[src/rtl/button_debounce_pkg.sv]
// Shared types and default timing for the push-button debouncer.
// Default periods assume a 100 MHz clock (10 ms settle, 1 s long press).
package button_pkg;

   localparam int DEF_STABLE_CYCLES = 1_000_000;
   localparam int DEF_HOLD_CYCLES   = 100_000_000;

   typedef enum logic [1:0] {
      RELEASED    = 2'd0,
      PRESS_CHK   = 2'd1,
      PRESSED     = 2'd2,
      RELEASE_CHK = 2'd3
   } btn_state_t;

   typedef struct packed {
      logic level;
      logic press;
      logic rel;
   } btn_out_t;

   // The button counts as accepted-pressed until a release has been confirmed.
   function automatic logic is_held(input btn_state_t s);
      return (s == PRESSED) || (s == RELEASE_CHK);
   endfunction

endpackage

[src/rtl/button_debounce_sync_2ff.sv]
// Two-flop synchroniser for a single asynchronous pad input; resets to 0.
module sync_2ff (
   input  logic clk,
   input  logic rst_n,
   input  logic d,
   output logic q
);

   logic meta_q;

   // NOTE: sequential state uses non-blocking assignments so every flop samples pre-edge values.
   always_ff @(posedge clk or negedge rst_n) begin
      if (!rst_n) begin
         meta_q <= 1'b0;
         q      <= 1'b0;
      end else begin
         meta_q <= d;
         q      <= meta_q;
      end
   end

endmodule

[src/rtl/button_debounce.sv]
// Push-button front end: synchronise, debounce, emit level and press/release strobes.
// Optional long-press strobe is built when BUTTON_DEBOUNCE_LONG_PRESS_EN is defined.
module button_debounce
   import button_pkg::*;
#(
   parameter int STABLE_CYCLES = DEF_STABLE_CYCLES,
   parameter int HOLD_CYCLES   = DEF_HOLD_CYCLES
) (
   input  logic clk,
   input  logic rst_n,
   input  logic button_raw,
   output logic button_level,
   output logic press_pulse,
   output logic release_pulse,
   output logic long_press
);

   localparam int               CNT_W   = $clog2(STABLE_CYCLES);
   localparam logic [CNT_W-1:0] CNT_MAX = CNT_W'(STABLE_CYCLES - 1);

   logic             sync_q;
   btn_state_t       state_q, state_d;
   logic [CNT_W-1:0] cnt_q, cnt_d;
   btn_out_t         out_q, out_d;

   sync_2ff u_sync (
      .clk   (clk),
      .rst_n (rst_n),
      .d     (button_raw),
      .q     (sync_q)
   );

   always_ff @(posedge clk or negedge rst_n) begin
      if (!rst_n) begin
         state_q <= RELEASED;
         cnt_q   <= '0;
         out_q   <= '0;
      end else begin
         state_q <= state_d;
         cnt_q   <= cnt_d;
         out_q   <= out_d;
      end
   end

   // The counter only runs in the check states and tops out at CNT_MAX, so it never wraps.
   always_comb begin
      // NOTE: defaults first so every path assigns every signal and no latch is inferred.
      state_d = state_q;
      cnt_d   = cnt_q;
      unique case (state_q)
         RELEASED: begin
            if (sync_q) begin
               state_d = PRESS_CHK;
               cnt_d   = '0;
            end
         end
         PRESS_CHK: begin
            if (!sync_q) begin
               state_d = RELEASED;
               cnt_d   = '0;
            end else if (cnt_q == CNT_MAX) begin
               state_d = PRESSED;
               cnt_d   = '0;
            end else begin
               cnt_d = cnt_q + 1'b1;
            end
         end
         PRESSED: begin
            if (!sync_q) begin
               state_d = RELEASE_CHK;
               cnt_d   = '0;
            end
         end
         RELEASE_CHK: begin
            if (sync_q) begin
               state_d = PRESSED;
               cnt_d   = '0;
            end else if (cnt_q == CNT_MAX) begin
               state_d = RELEASED;
               cnt_d   = '0;
            end else begin
               cnt_d = cnt_q + 1'b1;
            end
         end
         default: begin
            state_d = RELEASED;
            cnt_d   = '0;
         end
      endcase
   end

   // Outputs are decoded from the upcoming transition and registered, so strobes last one cycle.
   always_comb begin
      out_d       = '0;
      out_d.level = is_held(state_d);
      out_d.press = (state_q == PRESS_CHK)   && (state_d == PRESSED);
      out_d.rel   = (state_q == RELEASE_CHK) && (state_d == RELEASED);
   end

   assign button_level  = out_q.level;
   assign press_pulse   = out_q.press;
   assign release_pulse = out_q.rel;

`ifdef BUTTON_DEBOUNCE_LONG_PRESS_EN
   localparam int               HOLD_W   = $clog2(HOLD_CYCLES + 1);
   localparam logic [HOLD_W-1:0] HOLD_MAX = HOLD_W'(HOLD_CYCLES);

   logic [HOLD_W-1:0] hold_q, hold_d;
   logic              long_q, long_d;

   always_ff @(posedge clk or negedge rst_n) begin
      if (!rst_n) begin
         hold_q <= '0;
         long_q <= 1'b0;
      end else begin
         hold_q <= hold_d;
         long_q <= long_d;
      end
   end

   // Only a confirmed press restarts the count; a release bounce back into PRESSED keeps it.
   always_comb begin
      hold_d = hold_q;
      long_d = 1'b0;
      if ((state_q == PRESS_CHK) && (state_d == PRESSED)) begin
         hold_d = '0;
      end else if (is_held(state_q) && (hold_q != HOLD_MAX)) begin
         hold_d = hold_q + 1'b1;
         long_d = (hold_d == HOLD_MAX);
      end
   end

   assign long_press = long_q;
`else
   logic unused_hold_cfg;

   assign unused_hold_cfg = ^HOLD_CYCLES;
   assign long_press      = 1'b0;
`endif

endmodule

[config.mk]
export PLATFORM = sky130hd
export DESIGN_NAME = button_debounce
export DESIGN_NICKNAME = d
export VERILOG_FILES = /design/src/rtl/button_debounce_pkg.sv /design/src/rtl/button_debounce_sync_2ff.sv /design/src/rtl/button_debounce.sv
export SDC_FILE = /design/constraint.sdc
export NUM_CORES = 1
export LEC_CHECK = 0
export CAP_MARGIN = 10
export CORE_MARGIN = 3
export CORE_UTILIZATION = 35
export DETAILED_ROUTE_END_ITERATION = 10
export HOLD_SLACK_MARGIN = 0.06
export PLACE_DENSITY = 0.52
export SLEW_MARGIN = 25
export SYNTH_ARGS = -nofsm -noshare
export SYNTH_HDL_FRONTEND = slang
export SYNTH_HIERARCHICAL = 1
export SYNTH_SLANG_ARGS = --single-unit
[constraint.sdc]
create_clock -name clk -period 2.2 [get_ports clk]
set_input_delay 0.44 -clock clk [delete_from_list [all_inputs] [get_ports clk]]
set_output_delay 0.44 -clock clk [all_outputs]
set_load 0.1 [all_outputs]
==> summary.md, run 1 <==
| Metric | Value |
|---|---|
| Die Ht | `70.04 um` |
| Max clock buf depth | `2` |
| Core footprint | `3799 sq um` |
| Min-Delay Path Class | `reg -> reg` |
| Largest net degree at the start of global routing | `33` |
| Synth Register Bits | `27` |
| Top cell type by total area after synthesis | `dfrtp_1` |
| Top-count cell post-synth | `dfrtp_1` |
| Pint | `657.6 uW` |
| Fillers | `slightly below 400` |
| Final #Nets | `156` |
| Routed wire per std cell | `13.46 um` |
| Sequential fraction of the synthesis area | `between 40% and 50%` |
| Initial DRC Count | `77` |
| Clock latency on the worst-skew pair | `about 0.28 ns` |
| Drt first pass iters | `4` |
| Final Critical Period | `1.929 ns` |
| Status | `complete, no violations` |
| Clock share of power | `between 30% and 40%` |
| Ys async rst share | `100.0%` |
| Vias in the first global route | `1014` |
| Netlist Area Pre-Place | `1435 sq um` |
| Critical Path End Type | `flop` |
| Setup TNS | `0 ns` |
| Area of the multi-input gates | `just under 700 sq um` |
| Ranking of synthesized cells by area | `dfrtp_1 (47%), nand2_1 (5.0%), and4_1 (3.7%)` |
| Placement Cell Area | `roughly 1500 sq um` |
| Worst-path clk slew | `0.10 ns` |
| Post-synth top flop | `dfrtp_1` |
| Critical Path AT | `2.11 ns` |
| Syn-to-layout area delta | `8.195%` |
| Via Count | `~1100` |
| Tot GR Track Use | `11.97%` |
| Crit start category | `flop` |
| Die Area | `4905 sq um` |
| Clock sink count | `27` |
| CTS tree | `yes` |
| Pwr dens | `563.8 nW/um^2` |
| DRC Markers | `0` |
| Crit Path Category | `reg -> reg` |
| Detail Route Antenna Nets | `0` |
| Share of cells above drive strength 1 | `12.58%` |
| Top-area cell type share of the netlist area | `between 40 and 50%` |
| CP top delay family | `compound AO/OA/AOI/OAI gates` |
| Final max-slew violation count | `0` |
| Switching power of the nets | `217.9 uW` |
| Crit-path cells | `ha_1 > and4_1 > nand3_1 > o31a_4 > a21o_1 > a22o_1` |
| Commonest cells in the netlist | `dfrtp_1 (27), nand2_1 (19), a21oi_1 (9)` |
| Num ports | `7` |
| Grt total ovfl | `0` |
| Max-Cap Viols | `0` |
| Row cnt | `22` |
| Routability cong. | `roughly 0.76` |
| Initial antenna violation count | `0` |
| Cells after Synth | `148` |
| Synth Warn # | `6` |
| Die width | `~70 um` |
| Period utilization | `87.66%` |
| IO buf count | `5` |
| EDFF count, synth | `0` |
| RSZ-0062 raised after global routing | `false` |
| Switching part of the total power | `24.89%` |
| Syn Nets | `152` |
| Logic pwr share | `under 10%` |
| Diodes inserted | `0` |
| Reg power frac | `between 50 and 60%` |
| Flip-flop and latch area | `675.6 sq um` |
| Count of hold-fix buffers inserted at cts | `0` |
| Initial core utilization | `37.78%` |
| CP required | `2.38 ns` |
| Crit-path slowest cell | `o31a_4` |
| Static Leakage | `0.0006919 uW` |
| CTS Root Buffer Type | `clkbuf_8` |
| Final setup viols | `0` |
| Fmax | `0.5185 GHz` |
| First-pass GRT wire length | `4.802 mm` |
| Worst clock skew | `0.008276 ns` |
| CP peak stage delay | `0.43 ns` |
| Hpwl dp | `1.833 mm` |
| Final Hold Vio Count | `0` |
| Final Cell Area | `about 1600 sq um` |
| Avg Cell Area, Syn | `9.697 sq um` |
| DR vias/cell | `5.317` |
| WP buf/inv | `0` |
| Yosys cell types | `40` |
| Critical path fanouts, max | `32` |
| H-tree levels | `1` |
| Worst vdd ir | `0.2522 mV` |
| Total Routed Length | `between 2 and 3 mm` |
| Inserted Clock Buffers | `3` |
==> flip-flops by register name, indices dropped and copies added (netlist names) <==
name and cells:
release_pulse 1, button_level 1, press_pulse 1, u_sync/meta_q 1
u_sync/q 1, state_q 2, cnt_q 20
==> placed cells by master, fill, tap and decap left out, types with 4 or more instances in the layout <==
cell type   n
a22o_1      5
buf_4       7
nand4_1     4
and4_1      6
nor2_1      8
a21oi_1     9
and2_1      5
nand3_1     8
dfrtp_1    27
o21ai_0     4
a31oi_1     8
a21o_1      4
nand2_1    19
==> power by group through the flow <==
stage	clock network, uW	logic, uW	registers, uW
final	289	65.9	521
after global routing	316	75.5	524
after CTS	303	66.4	521
after detailed placement	0	66.3	530
after global placement	0	65.6	530
after floorplan	0	48.6	527
==> path summary, 6_finish.rpt <==
kind	to	slack [ns]	start	cells after the start
min in group asynchronous	press_pulse	0.53	rst_n	2
max in group asynchronous	cnt_q[2]	1.41	rst_n	2
worst max register to register	cnt_q[8]	0.27	cnt_q[0]	6
worst min-delay path	u_sync/q	0.36	u_sync/meta_q	0
worst min register to register	u_sync/q	0.36	u_sync/meta_q	0
worst max-delay path	cnt_q[8]	0.27	cnt_q[0]	6
==> through the flow <==
| stage | power [uW] | worst slack [ns] | hold slack (ns) | cells | utilization [%] |
|---|---|---|---|---|---|
| floorplan | 575.7 | 0.4357 | 0.1444 | 148 | - |
| global placement | 595.2 | 0.2220 | 0.3353 | 195 | 39.46 |
| detailed placement | 596.2 | 0.1801 | 0.3389 | 195 | 39.46 |
| CTS | 889.8 | 0.1662 | 0.3624 | 199 | 40.68 |
| global route | 916.1 | 0.1038 | 0.3667 | 199 | 40.88 |
| finish | 875.4 | 0.2714 | 0.3595 | 199 | 40.88 |
==> kinds of logic after synthesis <==
family | Yosys count | share of synthesized area, %
XOR/XNOR | 2 | 1.221
multiplexers | 5 | 3.749
flip-flops | 27 | 47.08
buffers and inverters | 13 | 5.579
AND/OR/NAND/NOR | 63 | 24.50
AO/OA/AOI/OAI | 36 | 16.74
adder cells (fa/ha/maj) | 1 | 0.8717
other | 1 | 0.2613
==> routing by layer <==
| layer | vias up | GRT usage [%] | wire [um] |
|---|---|---|---|
| met1 | 496 | 17.55 | 1386 |
| met2 | 12 | 17.31 | 1183 |
| met4 | 0 | 4.255 | 37 |
| li1 | 545 | - | - |
| met5 | - | 0 | 0 |
| met3 | 5 | 2.446 | 71 |
==> timing repair <==
action                                  4_1_cts  5_1_grt
hold endpoints to repair                      0        0
buffers inserted                              0        0
endpoints found under the setup margin        0        2
resized for setup                             0        1
==> final cells by class <==
cell class                      count  area share, %
Multi-Input combinational cell    108          44.24
Sequential cell                    27          43.51
Clock inverter                      1         0.3223
Clock buffer                        3          2.659
Inverter                            3         0.7252
Timing Repair Buffer                9          4.674
Tap cell                           48          3.868
Power figures use the tool's default switching activity.
==> inputs of run 2 (changes only) <==
Settings changed: ABC_CLOCK_PERIOD_IN_PS set to 2200.
==> results of run 2 <==
Same layout as run 1: the final DEF is identical, and so are final timing and power.
==> variant, RTL diff (flow settings as in run 2) <==
Add an input register stage for `button_raw`, without a reset; this delays it by one clock.
--- a/src/rtl/button_debounce.sv
+++ b/src/rtl/button_debounce.sv
@@ -18,6 +18,12 @@
    localparam int               CNT_W   = $clog2(STABLE_CYCLES);
    localparam logic [CNT_W-1:0] CNT_MAX = CNT_W'(STABLE_CYCLES - 1);
 
+   logic button_raw_q;
+
+   always_ff @(posedge clk) begin
+      button_raw_q <= button_raw;
+   end
+
    logic             sync_q;
    btn_state_t       state_q, state_d;
    logic [CNT_W-1:0] cnt_q, cnt_d;
@@ -26,7 +32,7 @@
    sync_2ff u_sync (
       .clk   (clk),
       .rst_n (rst_n),
-      .d     (button_raw),
+      .d     (button_raw_q),
       .q     (sync_q)
    );
 
Check against the original RTL: no difference found for any inputs over 10 cycles, from zero or initial values and one cycle with rst_n low; that may be too few to reach the edited logic, so the function may still have changed.
==> variant against run 2 <==
Total power rose by 5.3%. Combinational power barely moved. Critical path type unchanged. Design area rose by 1.9%. Sequential cell count rose by 1. Largest cell class is now flip-flops and latches. Setup slack got worse by 32 ps. Wire length rose by 2.7%. Synthesized cell count rose by 0.68%. Area after synthesis rose by 1.4%.
==> variant: results (changes against run 2) <==
metric;value;unit;change
outcome;complete, no violations;;
worst-r2r-cell-count;6;;unchanged
gp_congestion;0.7596;;about the same
grt_pass1_wl;4.823;mm;+0.44%
r2r-end;cnt_q[14];;
diodes;0;;unchanged
dpl_cell_area;1519;um^2;+1.3%
port_buffers;5;;unchanged
ys_warn_count;6;;unchanged
synth_ff_type;dfrtp_1;;
drt_wl_total;2.751;mm;+2.7%
drive_gt1_share;12.50;%;-0.083 points
vias;1084;;+2.5%
hold_depth;0;;unchanged
drt-pass1-iter-count;4;;unchanged
post_cts.repair.setup_buffers;0;;unchanged
cts_made_buffers;3;;unchanged
grt_antenna_before_repair;0;;unchanged
grt_max_degree;33;;unchanged
synth_top_cells_by_count;dfrtp_1, nand2_1, a21oi_1;;
nNetsFinal;157;;+0.64%
cp.arrival;2130;ps;+20 ps
clk_latency;270;ps;
htreeDepth;1;;unchanged
grt_usage;11.91;%;-0.057 points
clk_pin_slew_worst_paths;90;ps;
p_leak;0.7037;nW;+1.7%
ys_async_sr_fraction;96.43;%;-3.6 points
seq_area_frac_synth;47.81;%;+0.73 points
slowest_stage;o31a_4;;
top_regs;cnt_q x20, state_q x2;;
grt_pass1_vias;1031;;+1.7%
synth_area_leaders;dfrtp_1, nand2_1, and4_1;;
min_from;button_raw_q;;
worstSetupStartpointType;flop;;
final.fill_count;372;;-4.6%
hold_path.class;flop to flop;;
vdd_ir_drop_max;390.7;uV;+55%
cts_max_path_buffers;2;;unchanged
dp_hpwl;1.878;mm;+2.5%
r2r_start;cnt_q[0];;
reg2reg_slack;240;ps;-30 ps
drt_iter0_markers;56;;-27%
path_max_fanout;32;;unchanged
crit_path_max_incr_delay;430;ps;about the same
fin_skew;3.768;ps;-4.509 ps
min_to;u_sync/meta_q;;
ys_types;41;;+2.5%
syn_nets;153;;+0.66%
cts_root_buf;clkbuf_8;;
variant: timing repair:
action | CTS | global route
gates resized for setup | 0 | 1
endpoints found under the setup margin | 0 | 1
endpoints found under the hold margin | 0 | 0
variant: worst max-delay path: cells and delay by family (launching register included):
family	cells	cell delay [ps]
AOI/OAI and AO/OA	3	860
adders and majority gates	1	220
DFF	1	400
and+or+nand+nor	2	380
variant: worst max path at each step:
stage,slack [ps],cells after the start,end
3_3_place_gp,220,6,cnt_q[14]
4_1_cts,120,6,cnt_q[14]
3_5_place_dp,140,6,cnt_q[14]
5_1_grt,70,6,button_level
6_report,240,6,cnt_q[14]
2_1_floorplan,440,7,cnt_q[4]
variant: layout make-up:
| type | instances | area [um^2] | area share [%] |
|---|---|---|---|
| Sequential cell | 28 | 695.7 | 43.99 |
| Multi-Input combinational cell | 108 | 686.9 | 43.43 |
| Timing Repair Buffer | 9 | 72.57 | 4.589 |
| Tap cell | 48 | 60.06 | 3.797 |
| Clock buffer | 4 | 55.05 | 3.481 |
| Inverter | 3 | 11.26 | 0.7120 |
variant: metrics by stage:
stage / worst slack [ps] / utilization [%] / hold slack (ps) / instances / power, mW
finish: 239.9 / 41.33 / 343.0 / 200 / 0.9220
global placement: 220.3 / 39.70 / 324.6 / 196 / 0.6145
CTS: 116.2 / 41.14 / 344.4 / 200 / 0.9395
global route: 74.72 / 41.33 / 355.1 / 200 / 0.9675
floorplan: 435.7 / - / 144.4 / 149 / 0.5950
detailed placement: 137.5 / 39.70 / 325.9 / 196 / 0.6153
variant: report_power, final:
part	total (mW)	internal [mW]	switching [mW]
registers	0.539	0.526	0.0133
clock network	0.317	0.160	0.156
logic	0.0658	0.0230	0.0428
variant: kinds of logic after synthesis:
logic type      Yosys count  share of synthesized area (%)
xor+xnor                  2                          1.204
fa+ha+maj                 1                         0.8597
buf+inv                  13                          5.502
compound gates           36                          16.51
other cells               1                         0.2577
flops                    28                          47.81
mux                       5                          3.697
simple gates             63                          24.16
variant: layer usage:
metal | wire length [um] | track usage, % | up-vias | part of all wire (%)
met5 | 0 | 0 | - | 0
met4 | 31 | 3.191 | 0 | 1.1
met3 | 91 | 3.597 | 4 | 3.3
met2 | 1189 | 18.09 | 13 | 43
met1 | 1438 | 16.37 | 522 | 52
li1 | - | - | 545 | -
